[config.mk]
export PLATFORM = sky130hd
export DESIGN_NAME = dice_ram_arb
export DESIGN_NICKNAME = d
export VERILOG_FILES = /design/src/rtl/dice_pkg.sv /design/src/rtl/dice_rr_arb.sv /design/src/rtl/dice_ram_arb.sv
export SDC_FILE = /design/constraint.sdc
export NUM_CORES = 1
export LEC_CHECK = 0
export CORE_AREA = 3 3 135 137
export CTS_BUF_LIST = sky130_fd_sc_hd__clkbuf_4
export DETAILED_ROUTE_END_ITERATION = 16
export DIE_AREA = 0 0 138 140
export PLACE_DENSITY = 0.61
export SLEW_MARGIN = 0
export SYNTH_ARGS = -nofsm -noshare
export SYNTH_HDL_FRONTEND = slang
export SYNTH_SLANG_ARGS = --single-unit
export TNS_END_PERCENT = 30
[constraint.sdc]
create_clock -name clk -period 3.8 [get_ports clk]
set_input_delay 0.57 -clock clk [delete_from_list [all_inputs] [get_ports clk]]
set_output_delay 0.57 -clock clk [all_outputs]
set_load 0.1 [all_outputs]
[src/rtl/dice_pkg.sv]
`default_nettype none
// ============================================================================
// Module   : dice_pkg
// Purpose  : Shared helpers for the DICE RAM arbiter slice.
//            idx_width() gives the width of a requester index,
//            clamped to at least one bit so that N=1 still has a
//            legal index type.
// Revision : 1.0 - initial release
// ============================================================================
package dice_pkg;

    function automatic int idx_width(input int n);
        return (n > 1) ? $clog2(n) : 1;
    endfunction

endpackage
`default_nettype wire

[src/rtl/dice_rr_arb.sv]
`default_nettype none
// ============================================================================
// Module   : dice_rr_arb
// Purpose  : Round-robin arbiter. The first requester at or after the
//            internal pointer (mod N) wins. The pointer moves to winner+1
//            when en is high and some request is present.
// Ports    : clk, reset      - clock, synchronous active-high reset
//            req[N]          - request vector
//            en              - allow grant to advance the pointer
//            grant[N]        - one-hot grant (zero when no request)
//            grant_idx       - binary index of the winner
// Revision : 1.0 - initial release
// ============================================================================
module dice_rr_arb
    import dice_pkg::*;
#(
    parameter int N    = 4,
    parameter int IDXW = idx_width(N)
) (
    input  logic            clk,
    input  logic            reset,
    input  logic [N-1:0]    req,
    input  logic            en,
    output logic [N-1:0]    grant,
    output logic [IDXW-1:0] grant_idx
);

    logic [IDXW-1:0] ptr_q;
    logic [IDXW-1:0] ptr_d;
    logic            w_found;

    // Scan N positions starting at the pointer; the first hit wins.
    always_comb begin
        int j;
        j         = 0;
        grant     = '0;
        grant_idx = '0;
        w_found   = 1'b0;
        for (int k = 0; k < N; k++) begin
            j = int'(ptr_q) + k;
            if (j >= N) begin
                j = j - N;
            end
            if (!w_found && req[IDXW'(j)]) begin
                w_found             = 1'b1;
                grant[IDXW'(j)]     = 1'b1;
                grant_idx           = IDXW'(j);
            end
        end

        ptr_d = ptr_q;
        if (en && w_found) begin
            ptr_d = (grant_idx == IDXW'(N - 1)) ? '0 : grant_idx + 1'b1;
        end
    end

    always_ff @(posedge clk) begin
        if (reset) begin
            ptr_q <= '0;
        end else begin
            ptr_q <= ptr_d;
        end
    end

endmodule
`default_nettype wire

[src/rtl/dice_ram_arb.sv]
`default_nettype none
// ============================================================================
// Module   : dice_ram_arb
// Purpose  : Shares one 1W/1R DICE RAM between NUM_REQS requesters. Writes
//            and reads are round-robin arbitrated independently. A single
//            in-flight read slot routes the registered RAM data back to the
//            issuing requester; when that requester does not accept, the
//            RAM read port is stalled so its output holds.
// Ports    : clk, reset                      - clock, sync active-high reset
//            wr_req_valid/ready/addr/data    - write request channel
//            rd_req_valid/ready/addr         - read request channel
//            rd_rsp_valid/ready/data         - read response channel
//            ram_wr_en/addr/data             - RAM write port
//            ram_rd_en/addr, ram_rd_data     - RAM read port
// Revision : 1.0 - initial release
// ============================================================================
module dice_ram_arb
    import dice_pkg::*;
#(
    parameter int NUM_REQS   = 4,
    parameter int DATA_WIDTH = 32,
    parameter int DEPTH      = 1024,
    parameter int ADDR_WIDTH = $clog2(DEPTH)
) (
    input  logic                           clk,
    input  logic                           reset,
    input  logic [NUM_REQS-1:0]            wr_req_valid,
    output logic [NUM_REQS-1:0]            wr_req_ready,
    input  logic [NUM_REQS*ADDR_WIDTH-1:0] wr_req_addr,
    input  logic [NUM_REQS*DATA_WIDTH-1:0] wr_req_data,
    input  logic [NUM_REQS-1:0]            rd_req_valid,
    output logic [NUM_REQS-1:0]            rd_req_ready,
    input  logic [NUM_REQS*ADDR_WIDTH-1:0] rd_req_addr,
    output logic [NUM_REQS-1:0]            rd_rsp_valid,
    input  logic [NUM_REQS-1:0]            rd_rsp_ready,
    output logic [DATA_WIDTH-1:0]          rd_rsp_data,
    output logic                           ram_wr_en,
    output logic [ADDR_WIDTH-1:0]          ram_wr_addr,
    output logic [DATA_WIDTH-1:0]          ram_wr_data,
    output logic                           ram_rd_en,
    output logic [ADDR_WIDTH-1:0]          ram_rd_addr,
    input  logic [DATA_WIDTH-1:0]          ram_rd_data
);

    localparam int OWNW = idx_width(NUM_REQS);

    logic [NUM_REQS-1:0] w_wr_grant;
    logic [OWNW-1:0]     w_wr_idx;
    logic [NUM_REQS-1:0] w_rd_grant;
    logic [OWNW-1:0]     w_rd_idx;
    logic                w_can_issue;
    logic                w_rd_issue;

    logic                rsp_vld_q;
    logic [OWNW-1:0]     rsp_owner_q;

    // A new read may issue only if the slot is empty or drains this cycle.
    assign w_can_issue = !rsp_vld_q || rd_rsp_ready[rsp_owner_q];
    assign w_rd_issue  = w_can_issue && (|rd_req_valid) && !reset;

    dice_rr_arb #(
        .N    (NUM_REQS),
        .IDXW (OWNW)
    ) u_wr_arb (
        .clk       (clk),
        .reset     (reset),
        .req       (wr_req_valid),
        .en        (1'b1),
        .grant     (w_wr_grant),
        .grant_idx (w_wr_idx)
    );

    dice_rr_arb #(
        .N    (NUM_REQS),
        .IDXW (OWNW)
    ) u_rd_arb (
        .clk       (clk),
        .reset     (reset),
        .req       (rd_req_valid),
        .en        (w_can_issue),
        .grant     (w_rd_grant),
        .grant_idx (w_rd_idx)
    );

    // Write port
    assign wr_req_ready = reset ? '0 : w_wr_grant;
    assign ram_wr_en    = !reset && (|wr_req_valid);
    assign ram_wr_addr  = wr_req_addr[w_wr_idx*ADDR_WIDTH +: ADDR_WIDTH];
    assign ram_wr_data  = wr_req_data[w_wr_idx*DATA_WIDTH +: DATA_WIDTH];

    // Read issue; a stall leaves ram_rd_en low so the RAM output holds.
    assign rd_req_ready = (w_can_issue && !reset) ? w_rd_grant : '0;
    assign ram_rd_en    = w_rd_issue;
    assign ram_rd_addr  = rd_req_addr[w_rd_idx*ADDR_WIDTH +: ADDR_WIDTH];

    // Response routing
    always_comb begin
        rd_rsp_valid = '0;
        if (rsp_vld_q && !reset) begin
            rd_rsp_valid[rsp_owner_q] = 1'b1;
        end
    end
    assign rd_rsp_data = ram_rd_data;

    // In-flight slot: reloaded whenever issue is allowed, else held.
    always_ff @(posedge clk) begin
        if (reset) begin
            rsp_vld_q   <= 1'b0;
            rsp_owner_q <= '0;
        end else if (w_can_issue) begin
            rsp_vld_q <= |rd_req_valid;
            if (|rd_req_valid) begin
                rsp_owner_q <= w_rd_idx;
            end
        end
    end

endmodule
`default_nettype wire

; ---- After elaboration in Yosys (flattened, before gate mapping)
; Cells that the tools add are included.
[totals]
reg_bits = 7
input_bits = 254
out_inout_bits = 98
word_cells = 173
[op_classes]
add_sub_neg = 16
n_mul = 2
magnitude_cmp = 26
n_eq_ne = 2
shift = 3
muxes = 81
n_bitwise = 6
reduce_logical = 33
[ops]
columns = op, n
row1 = variable part select 128 x 8 -> 32 bit, 1
row2 = variable part select 40 x 7 -> 10 bit, 2
row3 = 2-to-1 mux 4 bit, 11
row4 = 2-to-1 mux 2 bit, 18
row5 = 2-to-1 mux 1 bit, 34
row6 = less-than comparator 2 x 4 -> 1 bit (second input constant), 8
row7 = OR 4 bit, 6
row8 = logical AND 1 bit, 21
row9 = binary-select mux 1 bit (select 2 bit), 9
row10 = demux 1 bit (select 2 bit), 9
row11 = >= comparator 2 x 1 -> 1 bit (second input constant), 9
row12 = >= comparator 3 bit (second input constant), 6
row13 = subtractor 2 x 1 -> 2 bit (second input constant), 8
row14 = adder 2 x 2 -> 3 bit (second input constant), 4
row15 = multiplier 2 x 3 -> 5 bit (second input constant), 2
row16 = logical NOT 1 bit, 8
row17 = OR reduction 4 bit, 2
row18 = adder 2 x 1 -> 3 bit (second input constant), 2
row19 = >= comparator 2 x 3 -> 1 bit (second input constant), 2
row20 = adder 2 x 1 -> 2 bit (second input constant), 2
row21 = == test 2 bit (second input constant), 2
row22 = less-than comparator 2 x 3 -> 1 bit (second input constant), 1
row23 = AND reduction 2 bit, 1
row24 = logical OR 1 bit, 1

; ---- Depth between registers and ports, before layout
[logic_depth]
word_depth = 17
ltp_mapped = 13
depth_no_buf = 9

; ---- By module
; Synthesis repeated with hierarchy kept, for this count alone.
[hier_totals]
cells_unflattened = 263
hier_area_um2 = 2949.1
[modules_own_cells]
columns = mod, n_inst, cells_per_inst, area_per_inst_um2, seq_area_each_um2
row1 = dice_ram_arb, 1, 133, 1764.2, 60.1
row2 = dice_rr_arb (u_wr_arb), 1, 68, 604.3, 40.0
row3 = dice_rr_arb (u_rd_arb), 1, 62, 580.6, 40.0

; ---- Worst setup path after synthesis
; Ideal clock, no wire load.
[synth_path]
path_type = reg2out
start = register u_rd_arb.ptr_q[0]
end = output port ram_rd_addr[0]
arrival_ns = 4.205
t_required_ns = 3.230
slack_ns = -0.975
stages_incl_launch_ff = 12
path_buffers = 4
path_cell_list = dfxtp_1 buf_6 clkbuf_1 inv_1 ha_1 buf_6 mux4_2 o21ai_4 o2bb2ai_4 buf_12 mux2i_1 mux2i_1
[synth_between]
elab_chain_cells = 17
word_cells_on_any_way = 42
cone_classes = add/sub (7) / mul (1) / order compare (4) / shift (1) / mux (23) / reduce/logical (6)
[synth_rtl]
columns = item, line_no
row1 = "start, declared", dice_rr_arb.sv:28  ; logic [IDXW-1:0] ptr_q;
row2 = "start signal, assigned", dice_rr_arb.sv:61  ; ptr_q <= ptr_d;
row3 = branches (longest 14 deep; another with adder 2 x 1 -> 3 bit), --
row4 = 2-to-1 mux 2 bit (*), dice_rr_arb.sv:44  ; if (!w_found && req[IDXW'(j)]) begin
row5 = multiplier 2 x 3 -> 5 bit (*), dice_ram_arb.sv:94  ; assign ram_rd_addr = rd_req_addr[w_rd_idx*ADDR_WIDTH +: ADDR_WIDTH];
row6 = variable part select 40 x 7 -> 10 bit (*), dice_ram_arb.sv:94
row7 = "end, declared", dice_ram_arb.sv:41  ; output logic [ADDR_WIDTH-1:0] ram_rd_addr,
; Mark *: on every way between the ends. The select of a mux whose other input is x is not followed.

; ---- Worst setup path after layout
[layout_path]
start = input port wr_req_valid[0]
end = output port ram_wr_data[11]
[layout_between]
elab_chain_cells = 14
word_cells_on_any_way = 26
cone_classes = shift (1) / mux (19) / reduce/logical (6)
[layout_rtl]
columns = item, line_no
row1 = "start, declared", dice_ram_arb.sv:27  ; input logic [NUM_REQS-1:0] wr_req_valid,
row2 = binary-select mux 1 bit (select 2 bit), dice_rr_arb.sv:44
row3 = 2-to-1 mux 1 bit (implied by the code) (2 in a row), dice_rr_arb.sv:44
row4 = 2-to-1 mux 1 bit, dice_rr_arb.sv:44
row5 = logical NOT 1 bit, dice_rr_arb.sv:44
row6 = logical AND 1 bit, dice_rr_arb.sv:44
row7 = 2-to-1 mux 1 bit, dice_rr_arb.sv:44
row8 = logical NOT 1 bit, dice_rr_arb.sv:44
row9 = logical AND 1 bit, dice_rr_arb.sv:44
row10 = 2-to-1 mux 1 bit, dice_rr_arb.sv:44
row11 = logical NOT 1 bit, dice_rr_arb.sv:44
row12 = logical AND 1 bit, dice_rr_arb.sv:44
row13 = 2-to-1 mux 2 bit (*), dice_rr_arb.sv:44
row14 = variable part select 128 x 8 -> 32 bit (*), dice_ram_arb.sv:89  ; assign ram_wr_data = wr_req_data[w_wr_idx*DATA_WIDTH +: DATA_WIDTH];
row15 = "end, declared", dice_ram_arb.sv:39  ; output logic [DATA_WIDTH-1:0] ram_wr_data,
; Mark *: on every way between the ends. The rest lies on a longest branch, timed or not. The select of a mux whose other input is x is not followed.

==> impl_results.md <==
* Total negative slack at 0 ns
* Reg2Reg Depth at 10
* Remaining design rule violation count at 0
* Critical path class: input port to output pin
* Post-synthesis sequential area ratio at 4.02%
* Die area at 19300 sq um
* Top post-synthesis cells by area: mux2i_1 (47%), buf_4 (7.5%), ha_1 (6.1%)
* R2r startpoint: u_rd_arb.ptr_q[0]
* WHS Path Cells at 2
* Synth Flop Type: dfxtp_1
* Tmin final at 3.69 ns
* Filler cells at 1640
* Req. time, crit path at 3.23 ns
* Crit-path max cell delay at 0.48 ns
* Worst path cell trace: clkdlybuf4s50_1 > buf_4 > or3b_2 > a211oi_2 > a21oi_1 > nand3_4 > clkbuf_16 > mux2i_2 > buf_12
* Worst-path clk slew at 0.07 ns
* Die H at 140 microns
* H-tree depth at 1
* Drt initial violations at 161
* FF-to-FF End: u_rd_arb.ptr_q[0]
* Max frequency at 271 MHz
* Final wirelength at 16700 microns
* Post-route ant nets at 0
* Max_cap viols at 0
* DR vias at 4195
* I/O pin count at 352
* Met2 Track Usage GR at 29.4%
* Synth cell types at 56
* Util after Layout at 43.9%
* Worst Hold Launch: rsp_vld_q
* Starting density of the core at 20.3%
* Post-synthesis cell area at 3480 sq um
* Worst slew margin at 37.8%
* Proportion of layout cells with a drive suffix above 1 at 28.1%
* Worst Setup End Kind: output pin
* GR peak layer: met2
* Pins Over Slew Limit at 0
* Top-area cell type share of the netlist area at 47.4%
* R2R Setup Slk at 1.00 ns
* Hold Path Sink: rsp_vld_q
* Synth warn at 0
* CTS tree: yes
* Post-synth top area cell: mux2i_1
* First-pass GRT wire length at 25000 microns
* Number of global-route vias before repair at 4467
* Post-synth net total at 671
* Outcome: completed
* Met3 usage at 4.88%
* Syn Inst Count at 400
* Setup Skew at 0.0107 ns
* Post-synth EDFFs at 0
* Worst min path class: flip-flop to flip-flop
* Number of hold violations in the final report at 0
* RD Place Congestion at 0.896
* Largest net degree at the start of global routing at 32
* Root Buffer Master: clkbuf_4
* Final Cycle Share at 97.2%
* Port Buffers at 287
* #FFs+latches synth at 7
* Avg Inst Size Synth at 8.71 sq um
* Die Wd at 138 microns
* CP Launch Type: input port
* Antenna violations before repair at 0
* Seq. cell area at 140 sq um
* RSZ-0062 raised after global routing: false
* Area grow syn2layout at 117%
* Clock Sinks at 7
* Clock latency on the worst-skew pair at 0.26 ns
* Row count at 48
* Total gr overflow at 0
* DP Wirelength at 14300 microns
* Final setup viols at 0
* GRT Util Overall at 15.9%
* Post-DR vias/cell at 4.70
* Area after DPL at 7440 sq um
* Post-synth ARST share at 0%
* Multi-input logic area at 3200 sq um
* Crit-path max FO at 11
* Wire per inst at 18.8 microns
* Global-route met1 utilization at 18.4%
* Finished Cell Area at 7540 sq um
* Arr. time, crit path at 3.12 ns
* Least-Margin Pin Slew at 0.931 ns
* CP max stage cell: clkdlybuf4s50_1
* TritonCTS Buffers at 3
* Fin nets at 938
* 1st-pass router iterations at 5
* Total core area at 17200 sq um
* Clock buffer depth at 2
## routing by layer
metal  part of all wire [%]  routed length, microns
met2                     53                    8870
met5                      0                       0
met1                     38                    6280
met3                    8.2                    1370
met4                    1.3                     212
## critical path: cells and delay by family
kind / cells / cell delay [ns]
AO/OA/AOI/OAI: 2 / 0.42
buffers and inverters: 4 / 1.16
multiplexers: 1 / 0.29
AND/OR/NAND/NOR: 2 / 0.67
## stage by stage
| step | cells | hold slack [ns] | setup slack [ns] |
|---|---|---|---|
| after global placement | 883 | 0.536 | -0.0193 |
| after floorplan | 400 | 0.475 | -0.419 |
| after global routing | 891 | 0.599 | 0.0191 |
| after CTS | 890 | 0.547 | 0.0618 |
| final | 892 | 0.545 | 0.105 |
| after detailed placement | 883 | 0.529 | -0.0696 |
## registers in the layout (all words and copies together), names as in the netlist
register and flops:
rsp_owner_q 2, rsp_vld_q 1, u_rd_arb.ptr_q 2, u_wr_arb.ptr_q 2
## cell usage after synthesis, types with 5 or more instances
library cell,number
nand2b_1,7
mux2i_1,165
ha_1,17
buf_2,9
nand2_1,17
clkbuf_1,5
buf_4,35
buf_6,11
nor2_1,19
a21oi_1,19
o21ai_0,7
inv_1,6
dfxtp_1,7
## timing repair
action / 4_1_cts / 5_1_grt
pin swaps: 1 / 0
resized for setup: 0 / 0
setup endpoints to repair: 16 / 17
hold buffers: 0 / 0
setup buffers: 3 / 0
gates cloned: 0 / 1
## cells in the final DEF, fill, tap and decap left out, types with 2 or more instances in the layout
| cell type | instances |
|---|---|
| clkdlybuf4s50_1 | 221 |
| mux2i_1 | 113 |
| buf_12 | 68 |
| mux2i_2 | 36 |
| buf_4 | 34 |
| nor2_1 | 19 |
| mux2i_4 | 18 |
| nand2_1 | 17 |
| ha_1 | 17 |
| a21oi_1 | 15 |
| o21ai_0 | 7 |
| nand2b_1 | 7 |
| dfxtp_1 | 7 |
| inv_1 | 6 |
| mux2_2 | 4 |
| a21oi_2 | 4 |
| or3_1 | 4 |
| a31oi_1 | 4 |
| a222oi_1 | 4 |
| clkbuf_4 | 4 |
| nor2b_1 | 3 |
| nor3_1 | 3 |
| a22oi_1 | 3 |
| nand3_1 | 3 |
| nor4_1 | 3 |
| mux2_4 | 2 |
| o22ai_1 | 2 |
| mux4_2 | 2 |
| and3_1 | 2 |
| inv_2 | 2 |
| o21a_1 | 2 |
| nor3b_1 | 2 |
| a22o_2 | 2 |
| a221oi_1 | 2 |
## worst max path at each step
stage / end / from / depth (start not counted)
floorplan: rd_req_ready[3] / u_rd_arb.ptr_q[0] / 9
global placement: ram_wr_data[14] / wr_req_valid[2] / 9
detailed placement: ram_wr_data[4] / wr_req_valid[2] / 9
CTS: ram_wr_addr[2] / wr_req_valid[0] / 9
global route: ram_rd_addr[5] / rd_req_valid[0] / 9
finish: ram_wr_data[11] / wr_req_valid[0] / 9
## logic make-up (layout without fill, tap and decap cells)
kind of cell / Yosys count / after routing / share of synthesized area [%]
muxes: 175 / 175 / 52.2
adders and majority gates: 17 / 17 / 6.11
and+or+nand+nor: 70 / 70 / 10.1
AOI/OAI and AO/OA: 60 / 60 / 12.6
xor gates and xnor gates: 1 / 1 / 0.251
other: 0 / 1 / 0
DFF: 7 / 7 / 4.02
buffers and inverters: 70 / 336 / 14.8
## area by class of cell
cell class / count / share of cell area [%]
inverter: 8 / 0.398
tap: 225 / 3.73
timing repair buffer: 324 / 51.1
clock buffer: 4 / 0.398
antenna: 1 / 0.0332
sequential: 7 / 1.86
multi-input combinational: 323 / 42.5
Power is not shown: default switching activity piles up to over one toggle a cycle in this logic, so the estimate is an artifact.
